`config.mk`:
```
export PLATFORM = sky130hd
export DESIGN_NAME = conv_seq_ctrl
export DESIGN_NICKNAME = d
export VERILOG_FILES = /design/src/rtl/conv_pkg.sv /design/src/rtl/conv_seq_cnt.sv /design/src/rtl/conv_seq_ctrl.sv
export SDC_FILE = /design/constraint.sdc
export NUM_CORES = 1
export LEC_CHECK = 0
export ABC_CLOCK_PERIOD_IN_PS = 2100
export BUFFER_PORTS_ARGS = -buffer_cell sky130_fd_sc_hd__buf_2
export CAP_MARGIN = 20
export CORE_UTILIZATION = 40
export DETAILED_ROUTE_END_ITERATION = 10
export GPL_TIMING_DRIVEN = 0
export PLACE_DENSITY = 0.71
export SYNTH_ARGS = -nofsm -noshare
export SYNTH_HDL_FRONTEND = slang
export SYNTH_SLANG_ARGS = --single-unit
```
`constraint.sdc`:
```
create_clock -name i_clk -period 2.1 [get_ports i_clk]
set_input_delay 0.105 -clock i_clk [delete_from_list [all_inputs] [get_ports i_clk]]
set_output_delay 0.105 -clock i_clk [all_outputs]
set_load 0.02 [all_outputs]
```
`src/rtl/conv_pkg.sv`:
```
// conv_pkg: state encoding, default widths and size helpers shared by
// the conv sequencer. Optional ReLU on results: CONV_SEQ_CTRL_RELU_EN.
package conv_pkg;

  typedef enum logic [2:0] {
    ST_IDLE,
    ST_LOAD_W,
    ST_GAP,
    ST_STREAM,
    ST_DRAIN,
    ST_DONE
  } seq_state_t;

  localparam int FM_W  = 30;
  localparam int W_W   = 18;
  localparam int ACC_W = 48;

  function automatic int out_size(
    input int fm,
    input int k,
    input int p,
    input int s
  );
    return ((fm - k + 2 * p) / s) + 1;
  endfunction

  function automatic int n_out(
    input int fm,
    input int k,
    input int p,
    input int s,
    input int mp
  );
    int o;
    o = out_size(fm, k, p, s);
    return (mp != 0) ? (o / 2) * (o / 2) : o * o;
  endfunction

  // Counter width that never collapses to zero bits.
  function automatic int cw(input int n);
    return (n > 1) ? $clog2(n) : 1;
  endfunction

endpackage

```
`src/rtl/conv_seq_cnt.sv`:
```
// conv_seq_cnt: wrap-around counter 0..MAX-1 with clear, increment
// and terminal-count flag.
module conv_seq_cnt
  import conv_pkg::*;
#(
  parameter int MAX = 4,
  localparam int CW = cw(MAX)
) (
  input  logic          i_clk,
  input  logic          i_rst,
  input  logic          clr,
  input  logic          inc,
  output logic [CW-1:0] cnt,
  output logic          tc
);

  assign tc = (cnt == CW'(MAX - 1));

  always_ff @(posedge i_clk) begin
    if (i_rst || clr) begin
      cnt <= '0;
    end else if (inc) begin
      cnt <= tc ? '0 : cnt + CW'(1);
    end
  end

endmodule

```
`src/rtl/conv_seq_ctrl.sv`:
```
// conv_seq_ctrl: loads weights, streams the FM and collects conv
// results into output BRAM. Optional ReLU: CONV_SEQ_CTRL_RELU_EN.
module conv_seq_ctrl
  import conv_pkg::*;
#(
  parameter int KERNEL_SIZE = 3,
  parameter int FM_SIZE     = 250,
  parameter int PADDING     = 2,
  parameter int STRIDE      = 1,
  parameter int MAXPOOL     = 0,
  parameter int FM_W        = conv_pkg::FM_W,
  parameter int W_W         = conv_pkg::W_W,
  parameter int ACC_W       = conv_pkg::ACC_W,
  parameter int DRAIN_TMO   = 1024
) (
  input  logic i_clk,
  input  logic i_rst,
  input  logic i_start,
  output logic o_busy,
  output logic o_done,
  output logic o_err,
  output logic [cw(KERNEL_SIZE*KERNEL_SIZE)-1:0] o_w_rd_addr,
  input  logic [W_W-1:0]   i_w_rd_data,
  output logic [cw(FM_SIZE*FM_SIZE)-1:0] o_fm_rd_addr,
  input  logic [FM_W-1:0]  i_fm_rd_data,
  output logic             o_conv_weight_en,
  output logic [W_W-1:0]   o_conv_weight_data,
  output logic             o_conv_go,
  output logic [FM_W-1:0]  o_conv_fm_data,
  input  logic             i_conv_en,
  input  logic [ACC_W-1:0] i_conv_result,
  output logic             o_out_wr_en,
  output logic [cw(n_out(FM_SIZE, KERNEL_SIZE, PADDING, STRIDE, MAXPOOL))-1:0] o_out_wr_addr,
  output logic [ACC_W-1:0] o_out_wr_data
);

  localparam int WN    = KERNEL_SIZE * KERNEL_SIZE;
  localparam int FN    = FM_SIZE * FM_SIZE;
  localparam int N_OUT =
    n_out(FM_SIZE, KERNEL_SIZE, PADDING, STRIDE, MAXPOOL);
  localparam int WA_W  = cw(WN);
  localparam int FA_W  = cw(FN);
  localparam int OA_W  = cw(N_OUT);
  localparam int TM_W  = cw(DRAIN_TMO + 1);

  seq_state_t state;
  seq_state_t state_nx;

  logic start_acc;
  logic w_issue;
  logic fm_inc;
  logic wr_acc;
  logic tmo_hit;

  logic gap_q;
  logic w_all_q;
  logic w_en_q;
  logic fm_last_q;
  logic wr_full_q;
  logic err_q;
  logic [TM_W-1:0] idle_q;

  logic             wr_en_q;
  logic [OA_W-1:0]  wr_addr_q;
  logic [ACC_W-1:0] wr_data_q;
  logic [ACC_W-1:0] res_cond;

  logic [WA_W-1:0] w_cnt;
  logic [FA_W-1:0] fm_cnt;
  logic [OA_W-1:0] wr_cnt;
  logic w_tc;
  logic fm_tc;
  logic wr_tc;

  assign start_acc = (state == ST_IDLE) && i_start;
  assign w_issue   = (state == ST_LOAD_W) && !w_all_q;
  assign fm_inc    = ((state == ST_GAP) && gap_q) ||
                     ((state == ST_STREAM) && !fm_last_q);
  assign wr_acc    = ((state == ST_STREAM) ||
                      (state == ST_DRAIN)) &&
                     i_conv_en && !wr_full_q;
  assign tmo_hit   = (state == ST_DRAIN) && !i_conv_en &&
                     !wr_full_q &&
                     (idle_q == TM_W'(DRAIN_TMO - 1));

  conv_seq_cnt #(.MAX(WN)) u_w_cnt (
    .i_clk (i_clk),
    .i_rst (i_rst),
    .clr   (start_acc),
    .inc   (w_issue),
    .cnt   (w_cnt),
    .tc    (w_tc)
  );

  conv_seq_cnt #(.MAX(FN)) u_fm_cnt (
    .i_clk (i_clk),
    .i_rst (i_rst),
    .clr   (start_acc),
    .inc   (fm_inc),
    .cnt   (fm_cnt),
    .tc    (fm_tc)
  );

  conv_seq_cnt #(.MAX(N_OUT)) u_wr_cnt (
    .i_clk (i_clk),
    .i_rst (i_rst),
    .clr   (start_acc),
    .inc   (wr_acc),
    .cnt   (wr_cnt),
    .tc    (wr_tc)
  );

`ifdef CONV_SEQ_CTRL_RELU_EN
  assign res_cond = i_conv_result[ACC_W-1] ? '0 : i_conv_result;
`else
  assign res_cond = i_conv_result;
`endif

  // LOAD_W holds one extra cycle so the last weight is presented
  // before GAP begins.
  always_comb begin
    state_nx = state;
    unique case (state)
      ST_IDLE:   if (i_start) state_nx = ST_LOAD_W;
      ST_LOAD_W: if (w_en_q && w_all_q) state_nx = ST_GAP;
      ST_GAP:    if (gap_q) state_nx = ST_STREAM;
      ST_STREAM: if (fm_last_q) state_nx = ST_DRAIN;
      ST_DRAIN:  if (wr_full_q || tmo_hit) state_nx = ST_DONE;
      ST_DONE:   state_nx = ST_IDLE;
      default:   state_nx = ST_IDLE;
    endcase
  end

  always_ff @(posedge i_clk) begin
    if (i_rst) begin
      state     <= ST_IDLE;
      gap_q     <= 1'b0;
      w_all_q   <= 1'b0;
      w_en_q    <= 1'b0;
      fm_last_q <= 1'b0;
      wr_full_q <= 1'b0;
      err_q     <= 1'b0;
      idle_q    <= '0;
      wr_en_q   <= 1'b0;
      wr_addr_q <= '0;
      wr_data_q <= '0;
    end else begin
      state  <= state_nx;
      w_en_q <= w_issue;
      gap_q  <= (state == ST_GAP) && !gap_q;
      if (start_acc) begin
        w_all_q   <= 1'b0;
        fm_last_q <= 1'b0;
        wr_full_q <= 1'b0;
        err_q     <= 1'b0;
      end else begin
        if (w_issue && w_tc) w_all_q <= 1'b1;
        if (fm_inc && fm_tc) fm_last_q <= 1'b1;
        if (wr_acc && wr_tc) wr_full_q <= 1'b1;
        if (tmo_hit) err_q <= 1'b1;
      end
      if ((state != ST_DRAIN) || i_conv_en) begin
        idle_q <= '0;
      end else begin
        idle_q <= idle_q + TM_W'(1);
      end
      wr_en_q   <= wr_acc;
      wr_addr_q <= wr_acc ? wr_cnt : '0;
      wr_data_q <= wr_acc ? res_cond : '0;
    end
  end

  assign o_busy             = (state != ST_IDLE);
  assign o_done             = (state == ST_DONE);
  assign o_err              = err_q;
  assign o_w_rd_addr        = w_cnt;
  assign o_fm_rd_addr       = fm_cnt;
  assign o_conv_weight_en   = w_en_q;
  assign o_conv_weight_data = w_en_q ? i_w_rd_data : '0;
  assign o_conv_go          = (state == ST_STREAM) ||
                              (state == ST_DRAIN) ||
                              (state == ST_DONE);
  assign o_conv_fm_data     = (state == ST_STREAM) ?
                              i_fm_rd_data : '0;
  assign o_out_wr_en        = wr_en_q;
  assign o_out_wr_addr      = wr_addr_q;
  assign o_out_wr_data      = wr_data_q;

endmodule
```
After elaboration in Yosys (flattened, before gate mapping)
Index checks and enable logic that the tools add are counted.

word-level totals
  register bits after elaboration = 121
  input bits = 100
  output and inout port bits = 138

operators by class
  $add $sub $neg = 4
  eq/ne operators = 15
  muxes and demuxes = 11
  bitwise operators = 1
  reduce and logical (&&, ||, !) cells = 31

operator list
  cell                                                   count
  adder 16 x 1 -> 16 bit, second input constant          2
  equality test 16 bit, second input constant            2
  two-way mux 16 bit                                     2
  two-way mux 30 bit                                     1
  two-way mux 18 bit                                     1
  two-way mux 3 bit                                      5
  one-hot mux 3 bit (5 select lines)                     1
  logical AND 1 bit                                      14
  adder 11 x 1 -> 11 bit, second input constant          1
  equality test 11 x 10 -> 1 bit, second input constant  1
  equality test 3 x 2 -> 1 bit, second input constant    2
  equality test 3 bit, second input constant             2
  logical OR 1 bit                                       6
  inequality test 2 bit, second input constant           3
  OR reduction 2 bit                                     3
  zero test 1 bit                                        5
  AND reduction 5 bit                                    1
  adder 4 x 1 -> 4 bit, second input constant            1
  equality test 4 bit, second input constant             1
  two-way mux 4 bit                                      1
  inequality test 2 x 1 -> 1 bit, second input constant  2
  equality test 3 x 1 -> 1 bit, second input constant    1
  zero test 3 bit                                        1
  inequality test 3 bit, second input constant           1
  other kinds (2)                                        2

Logic depth before layout (Yosys ltp)
Gate-level depths: netlist of the first run.

  word-level depth = 7
  depth in mapped cells = 6
  mapped depth without buffers = 6

Cells and area by module
From an unflattened synthesis of the first run, not the netlist that was laid out.

second synthesis, totals
  cell total of the unflattened synthesis = 492
  area total of the unflattened synthesis = 4739.5 um^2

modules (own cells, without submodules)
  module                    instances  cells each  area an instance (um^2)  sequential area each (um^2)
  conv_seq_ctrl             1          299         2991.6                   1701.6
  conv_seq_cnt at u_fm_cnt  1          87          779.5                    320.3
  conv_seq_cnt at u_wr_cnt  1          86          775.7                    320.3
  conv_seq_cnt at u_w_cnt   1          20          192.7                    80.1

Worst setup path after synthesis of the first run
Ideal clock, no wire load.

  path type = register -> register
  start point = reg u_fm_cnt.cnt[11]
  end point = reg u_fm_cnt.cnt[12]
  arrival = 1.649 ns
  slack = 0.325 ns
  cell stages (with the launch flop) = 6
  buffers on the path = 1
  cells stage by stage = dfxtp_1 -> or4_4 -> nor4_4 -> a31o_4 -> buf_12 -> a21oi_1

on the way
  cells in the longest elaborated chain, start to end = 2

RTL lines
  element                                                         RTL line                                source
  from (decl)                                                     conv_seq_cnt.sv:13                      output logic [CW-1:0] cnt,
  from (signal assigned)                                          conv_seq_cnt.sv:23                      cnt <= tc ? '0 : cnt + CW'(1);
  adder 16 x 1 -> 16 bit or equality test 16 bit (tied branches)  conv_seq_cnt.sv:23, conv_seq_cnt.sv:17
  two-way mux 16 bit (*)                                          conv_seq_cnt.sv:23

Mark *: on every way between the ends. The rest lies on a longest branch, timed or not.
A chain may end at the register's enable or synchronous reset.

Final worst setup path of the first run
  start point = reg state[1]
  end point = out o_conv_fm_data[25]

on the way
  cells in the longest elaborated chain, start to end = 2

RTL lines
  element                       RTL line              source
  from (decl)                   conv_seq_ctrl.sv:46   seq_state_t state;
  from (signal assigned)        conv_seq_ctrl.sv:148  state <= state_nx;
  equality test 3 x 2 -> 1 bit  conv_seq_ctrl.sv:183  assign o_conv_fm_data = (state == ST_STREAM) ?
  two-way mux 30 bit            conv_seq_ctrl.sv:183
  to (decl)                     conv_seq_ctrl.sv:29   output logic [FM_W-1:0] o_conv_fm_data,

Every way passes these cells.

==> run summary, run 1 <==
Status: complete, but fails checks
Failing checks: DRC
Main area contributors after synthesis: dfxtp_1, and2_1, a21oi_1
CP startpoint: state[1]
Slew Limit Fails: 0
IO buf count: 236
Placement Rows: 39
WL final: 14.75 mm
Initial Util: 41.74%
Die height: 111.9 um
Longest Clk Path Bufs: 2
Skew final: 7.819 ps
Final worst path period share: 92.10%
Area of the core: 0.01156 mm^2
Critical path's top delay family: buffers and inverters
RePlAce Congestion: 0.8555
HP Class: in2reg
Global-route wire length before repair: 23.45 mm
# IOs: 238
Share of the synthesized area in the top cell type: 50.18%
Clk root buf: clkbuf_16
RSZ-0062 raised after global routing: false
Hold_sp: i_conv_en
Worst Path Class, Setup: reg2out
Max FO, Critical Path: 10
CTS buffer count: 17
Syn Nets: 608
CP max stage delay: 420 ps
Distinct cells, synth: 53
Buf/Inv on CP: 3
# DRC: 20
Max transition margin: 58.70%
Area delta synth->final: 50.44%
Synth area leader: dfxtp_1
WHS: 119.2 ps
Ys Warns: 0
Worst-Margin Slew: 610.8 ps
Routed via count: 4822
GRT Residual Overflow: 0
# fillers: 952
Min cycle time layout: 1934 ps
Peak Freq: 517.1 MHz
Clk sinks: 121
Synth Cell Area: 0.004827 mm^2
Maxcap violations: 0
Clk slew on worst S/H paths: 60 ps
Routed len/inst: 15.33 um
Layout Nets: 911
DR iter-0 viols: 238
Placed wire-length estimate: 10.18 mm
Crit path cell chain: and3b_1, buf_4, clkbuf_1, and2_1, buf_2
Cell Int Power: 0.004351 W
Syn Area/Cell: 9.597 um^2
Most common cell after layout, fill and taps aside: buf_2
Vias per cell: 5.012
NetSw: 0.001350 W
Overall power: 0.005701 W
Final setup viols: 0
Sw Share: 23.68%
R2r startpoint: u_wr_cnt.cnt[0]
Initial antenna violation count: 1
Clock Power Share: 49.7%
Critical path required time: 2000 ps
Logic pwr share: 9.1%
Clk_lat worst skew: 410 ps
Pin count of the biggest net entering global routing: 17
Final hold vios: 0
Power per cell area: 785.0 mW/mm^2
Cells after synthesis: 503
Vias in the first global route: 4710
Die ar.: 0.01251 mm^2
CP arrival: 1830 ps
Post-route ant nets: 0
Proportion of layout cells with a drive suffix above 1: 35.57%
Drt first pass iters: 8
Critical path's slowest cell: dfxtp_1
CTS tree: yes
Total negative slack: 0 ps
Sequential group share of total power: 41.2%
Total track usage: 24.12%
CP Capture Type: output pin
Flops & latches, synth: 121
Most frequent cells in the layout: buf_2, dfxtp_1, and2_1, dlygate4sd3_1, nor2_1
Chip width: 111.9 um
Max VDD drop: 0.4581 mV
Startpoint types: flip-flop
Seq/Total Area, Yosys: 50.18%
H-tree levels: 4
P_leak: 3.406 nW
==> layer usage <==
layer / global-route usage [%] / up-vias / wire length, um
li1: - / 2347 / -
met1: 24.58 / 2214 / 5589
met2: 44.31 / 225 / 7600
met3: 6.913 / 36 / 1096
met4: 12.97 / 0 / 463
met5: 0 / - / 0
==> worst min-delay path: stages <==
cell and delay [ps]:
buf_2 120, nor2_1 70, and3_1 180
==> synthesized netlist by cell type, drive strengths merged <==
cell     number
a211oi        2
a21o          2
a21oi        29
a2bb2oi       1
a31o          1
a31oi         2
and2        113
and2b         1
and3          7
and3b         3
and4          3
and4b         3
buf           7
clkbuf       15
dfxtp       121
ha            5
inv           9
mux2i         3
nand2        21
nand2b        3
nand3         9
nand3b        3
nand4         7
nor2         35
nor2b         2
nor3         10
nor3b         1
nor4          4
nor4b         1
o2111a        1
o211ai        6
o21ai        14
o21bai        1
o31ai        12
o41ai         1
or3           9
or3b          1
or4          13
or4b          3
xnor2         8
xor2         11
==> cell families after synthesis <==
group	synth area share, %
flops	50.18
fa+ha+maj	1.296
xor+xnor	3.447
compound gates	10.01
simple gates	31.31
buf+inv	3.136
mux	0.6221
==> final cells by class <==
| cell class | count | area (um^2) | share of cell area [%] |
|---|---|---|---|
| diodes | 1 | 2.502 | 0.03446 |
| plain buffers | 22 | 120.1 | 1.654 |
| clock buffers | 18 | 439.2 | 6.048 |
| clock inverters | 13 | 147.6 | 2.033 |
| inverters | 9 | 33.78 | 0.4652 |
| multi-input cells | 351 | 2256 | 31.06 |
| flip-flops and latches | 121 | 2422 | 33.36 |
| well taps | 143 | 178.9 | 2.464 |
| repair buffers | 284 | 1662 | 22.88 |
==> flip-flops by register name, indices dropped and copies added, names as in the netlist <==
name,cells
w_all_q,1
o_out_wr_addr,16
gap_q,1
wr_full_q,1
o_out_wr_data,48
state,3
u_fm_cnt.cnt,16
fm_last_q,1
u_w_cnt.cnt,4
o_out_wr_en,1
o_conv_weight_en,1
idle_q,11
u_wr_cnt.cnt,16
o_err,1
==> power by group through the flow <==
stage	Combinational (W)	Sequential [W]	Clock (W)
after floorplan	0.000236	0.00241	0
after global placement	0.000431	0.00239	0
after detailed placement	0.000438	0.00240	0
after CTS	0.000515	0.00235	0.00289
after global routing	0.000563	0.00235	0.00300
final	0.000520	0.00235	0.00283
==> worst paths after layout <==
kind,endpoint,slack [ps],cells after the start
worst max-delay path,o_conv_fm_data[25],170,5
worst min-delay path,idle_q[1],120,3
worst max register to register,u_wr_cnt.cnt[12],180,6
worst min register to register,idle_q[0],450,1
==> what timing repair did <==
item                                   4_1_cts  5_1_grt
endpoints found under the hold margin       48        0
hold buffers                                48        0
setup endpoints to repair                    0       51
gates resized for setup                      0        5
buffers inserted                             0        0
==> through the flow <==
step	cell area, um^2	setup slack (ps)	cells	util, %
2_1_floorplan	4827	325.3	503	-
3_3_place_gp	6187	118.6	882	53.50
3_5_place_dp	6187	107.4	882	53.50
4_1_cts	7254	80.30	961	62.73
5_1_grt	7262	10.33	962	62.79
6_report	7262	166.0	962	62.79
Power figures use the tool's default switching activity.
==> inputs of run 2 (changes only) <==
--- a/config.mk
+++ b/config.mk
@@ -5,13 +5,13 @@
 export SDC_FILE = /design/constraint.sdc
 export NUM_CORES = 1
 export LEC_CHECK = 0
-export ABC_CLOCK_PERIOD_IN_PS = 2100
+export ABC_CLOCK_PERIOD_IN_PS = 1800
 export BUFFER_PORTS_ARGS = -buffer_cell sky130_fd_sc_hd__buf_2
 export CAP_MARGIN = 20
 export CORE_UTILIZATION = 40
 export DETAILED_ROUTE_END_ITERATION = 10
 export GPL_TIMING_DRIVEN = 0
-export PLACE_DENSITY = 0.71
+export PLACE_DENSITY = 0.69
 export SYNTH_ARGS = -nofsm -noshare
 export SYNTH_HDL_FRONTEND = slang
 export SYNTH_SLANG_ARGS = --single-unit
==> constraint.sdc (replaced) <==
create_clock -name i_clk -period 1.8 [get_ports i_clk]
set_input_delay 0.09 -clock i_clk [delete_from_list [all_inputs] [get_ports i_clk]]
set_output_delay 0.09 -clock i_clk [all_outputs]
set_load 0.02 [all_outputs]
==> run 2 against run 1 <==
Against the previous run:
- the run still ends with DRC left
- sequential power is 17% higher
- power is 17% higher
- die area is the same
- largest power group unchanged
- largest cell class unchanged
- flip-flop and latch count stayed put
- wire length decreased by 1.0%
- clock skew increased by 1.8 ps
- count of clock-buffer cells in the layout is the same
- global-route usage shrank 0.95 points
- cell area increased by 1.9%
- sequential share of layout area down 0.43 points
- critical path type is now reg2reg
==> run summary, run 2 (synthesis results as in run 1) <==
Status: complete, but fails checks (unchanged)
Failing checks: DRC (unchanged)
RePlAce Congestion: 0.7896 (was 0.8555)
Met1 Wirelength: 5.587 mm (was 5.589 mm)
Skew final: 9.657 ps (was 7.819 ps)
Critical path's slowest cell: or4b_4 (was dfxtp_1)
# DRC: 20 (unchanged)
Slew Limit Fails: 0 (unchanged)
Die ar.: 0.01251 mm^2 (unchanged)
Area occupied by multi-input gates: 0.002292 mm^2 (was 0.002256 mm^2)
Overall power: 0.006643 W (was 0.005701 W)
Chip width: 111.9 um (unchanged)
Clk_lat worst skew: 410 ps (about the same)
HP Class: in2reg (unchanged)
Total track usage: 23.17% (was 24.12%)
CTS buffer count: 17 (unchanged)
Layout Nets: 917 (was 911)
GRT Residual Overflow: 0 (unchanged)
Proportion of layout cells with a drive suffix above 1: 38.06% (was 35.57%)
CTS tree: yes (unchanged)
Cell Int Power: 0.004993 W (was 0.004351 W)
Placed wire-length estimate: 10.05 mm (was 10.18 mm)
DR top layer: met4 (unchanged)
# IOs: 238 (unchanged)
Peak Freq: 558.8 MHz
Worst Path Class, Setup: reg2reg (was reg2out)
Flip-flop count of the largest register after layout: 48 (unchanged)
Post-Place Cells: 882 (unchanged)
Sequential group share of total power: 41.2% (about the same)
Initial antenna violation count: 1 (unchanged)
Power per cell area: 897.4 mW/mm^2 (was 785.0 mW/mm^2)
Area delta synth->final: 53.34% (was 50.44%)
Post-Route Utilization: 64.01% (was 62.79%)
Routed via count: 4833 (was 4822)
H-tree levels: 4 (unchanged)
Crit path cell chain: or4b_4, nor4_4, a31o_4, clkbuf_16, nor2_2 (was and3b_1, buf_4, clkbuf_1, and2_1, buf_2)
Drt first pass iters: 9 (was 8)
Post-route ant nets: 0 (unchanged)
Vias per cell: 4.988 (was 5.012)
Max transition margin: 60.75% (was 58.70%)
Die height: 111.9 um (unchanged)
Clock Power Share: 49.1% (was 49.7%)
Final hold vios: 0 (unchanged)
Most frequent cells in the layout: buf_2, and2_1, dfxtp_1, dlygate4sd3_1, nor2_1 (was buf_2, dfxtp_1, and2_1, dlygate4sd3_1, nor2_1)
Routed len/inst: 15.07 um (was 15.33 um)
Final worst path period share: 99.43%
Buf/Inv on CP: 1 (was 3)
Global-route wire length before repair: 22.61 mm (was 23.45 mm)
CP max stage delay: 560 ps (was 420 ps)
Vias in the first global route: 4642 (was 4710)
CP arrival: 2090 ps (was 1830 ps)
Wire length on met3: 1.081 mm (was 1.096 mm)
Longest Clk Path Bufs: 2 (unchanged)
NetSw: 0.001650 W (was 0.001350 W)
Final Instance Count excl. Fillers: 969 (was 962)
RSZ-0062 raised after global routing: true (was false)
DR iter-0 viols: 219 (was 238)
Sw Share: 24.84% (was 23.68%)
P_leak: 3.480 nW (was 3.406 nW)
Clk sinks: 121 (unchanged)
Clk slew on worst S/H paths: 60 ps (about the same)
Maxcap violations: 0 (unchanged)
Final setup viols: 0 (unchanged)
Pin count of the biggest net entering global routing: 17 (unchanged)
Placement Rows: 39 (unchanged)
Total area of sequential cells: 0.002437 mm^2 (was 0.002422 mm^2)
Critical path required time: 2100 ps (was 2000 ps)
Logic pwr share: 9.7% (was 9.1%)
Area of the core: 0.01156 mm^2 (unchanged)
CP Capture Type: flip-flop (was output pin)
WL final: 14.60 mm (was 14.75 mm)
Most common cell after layout, fill and taps aside: buf_2 (unchanged)
Min cycle time layout: 1790 ps
Met2 routed WL: 7.184 mm (was 7.600 mm)
Initial Util: 41.74% (unchanged)
Critical path's top delay family: simple AND/OR/NAND/NOR gates (was buffers and inverters)
Startpoint types: flip-flop (unchanged)
Max FO, Critical Path: 5 (was 10)
Worst-Margin Slew: 588.7 ps (was 610.8 ps)
IO buf count: 236 (unchanged)
Clk root buf: clkbuf_16 (unchanged)
Max VDD drop: 0.6272 mV (was 0.4581 mV)
# fillers: 907 (was 952)
==> run 2: cell types whose count changed in the layout (fill, tap and decap cells not counted), sizes merged <==
cell	before	now
buf	243	253
bufinv	2	1
clkbuf	33	29
clkinv	5	6
clkinvlp	4	1
inv	11	15
==> run 2: final timing paths <==
kind         depth (start not counted)  slack [ps]         endpoint             from
min reg2reg                          1         450        idle_q[0]        idle_q[0]
min                                  3          80        idle_q[1]        i_conv_en
max reg2reg                          5          10  u_fm_cnt.cnt[6]  u_fm_cnt.cnt[8]
max                                  5          10  u_fm_cnt.cnt[6]  u_fm_cnt.cnt[8]
==> run 2: cell type report <==
cell class	count	area share, %
multi-input combinational	351	30.97
sequential	121	32.93
tap	143	2.417
buffer	21	1.842
clock inverter	14	1.859
timing repair buffer	291	23.56
antenna	1	0.03381
clock buffer	18	5.933
inverter	9	0.4564
==> run 2: routing by layer <==
| metal | vias up | track usage, % |
|---|---|---|
| met3 | 47 | 5.879 |
| met5 | - | 0 |
| met1 | 2206 | 25.06 |
| met4 | 0 | 13.42 |
| li1 | 2348 | - |
| met2 | 232 | 40.95 |
==> run 2: power by group through the flow <==
stage / clock network, W / logic, W / registers [W]
floorplan: 0 / 0.000275 / 0.00281
global placement: 0 / 0.000505 / 0.00279
detailed placement: 0 / 0.000512 / 0.00279
CTS: 0.00331 / 0.000615 / 0.00274
global route: 0.00345 / 0.000695 / 0.00274
finish: 0.00326 / 0.000645 / 0.00274
==> run 2: per-stage QoR <==
step / setup slack, ps / instance area [um^2] / TNS [ps] / hold WS, ps
6_report: 10.33 / 7402 / 0 / 84.61
3_5_place_dp: -224.3 / 6187 / -12330 / 292.5
4_1_cts: 5.137 / 7287 / 0 / 75.96
2_1_floorplan: 25.26 / 4827 / 0 / 211.7
3_3_place_gp: -185.9 / 6187 / -9976 / 289.8
5_1_grt: -83.81 / 7402 / -3414 / 115.2
==> run 2: tightest hold or removal path, stage by stage <==
cell and delay, ps:
buf_2 120, nor2_1 60, and3_1 170
==> run 2: what timing repair did <==
action	in CTS	in global routing
gates cloned	0	1
hold buffers	48	0
pin swaps	2	6
resized for setup	11	25
setup buffers	1	5
endpoints found under the hold margin	48	0
setup endpoints to repair	110	117
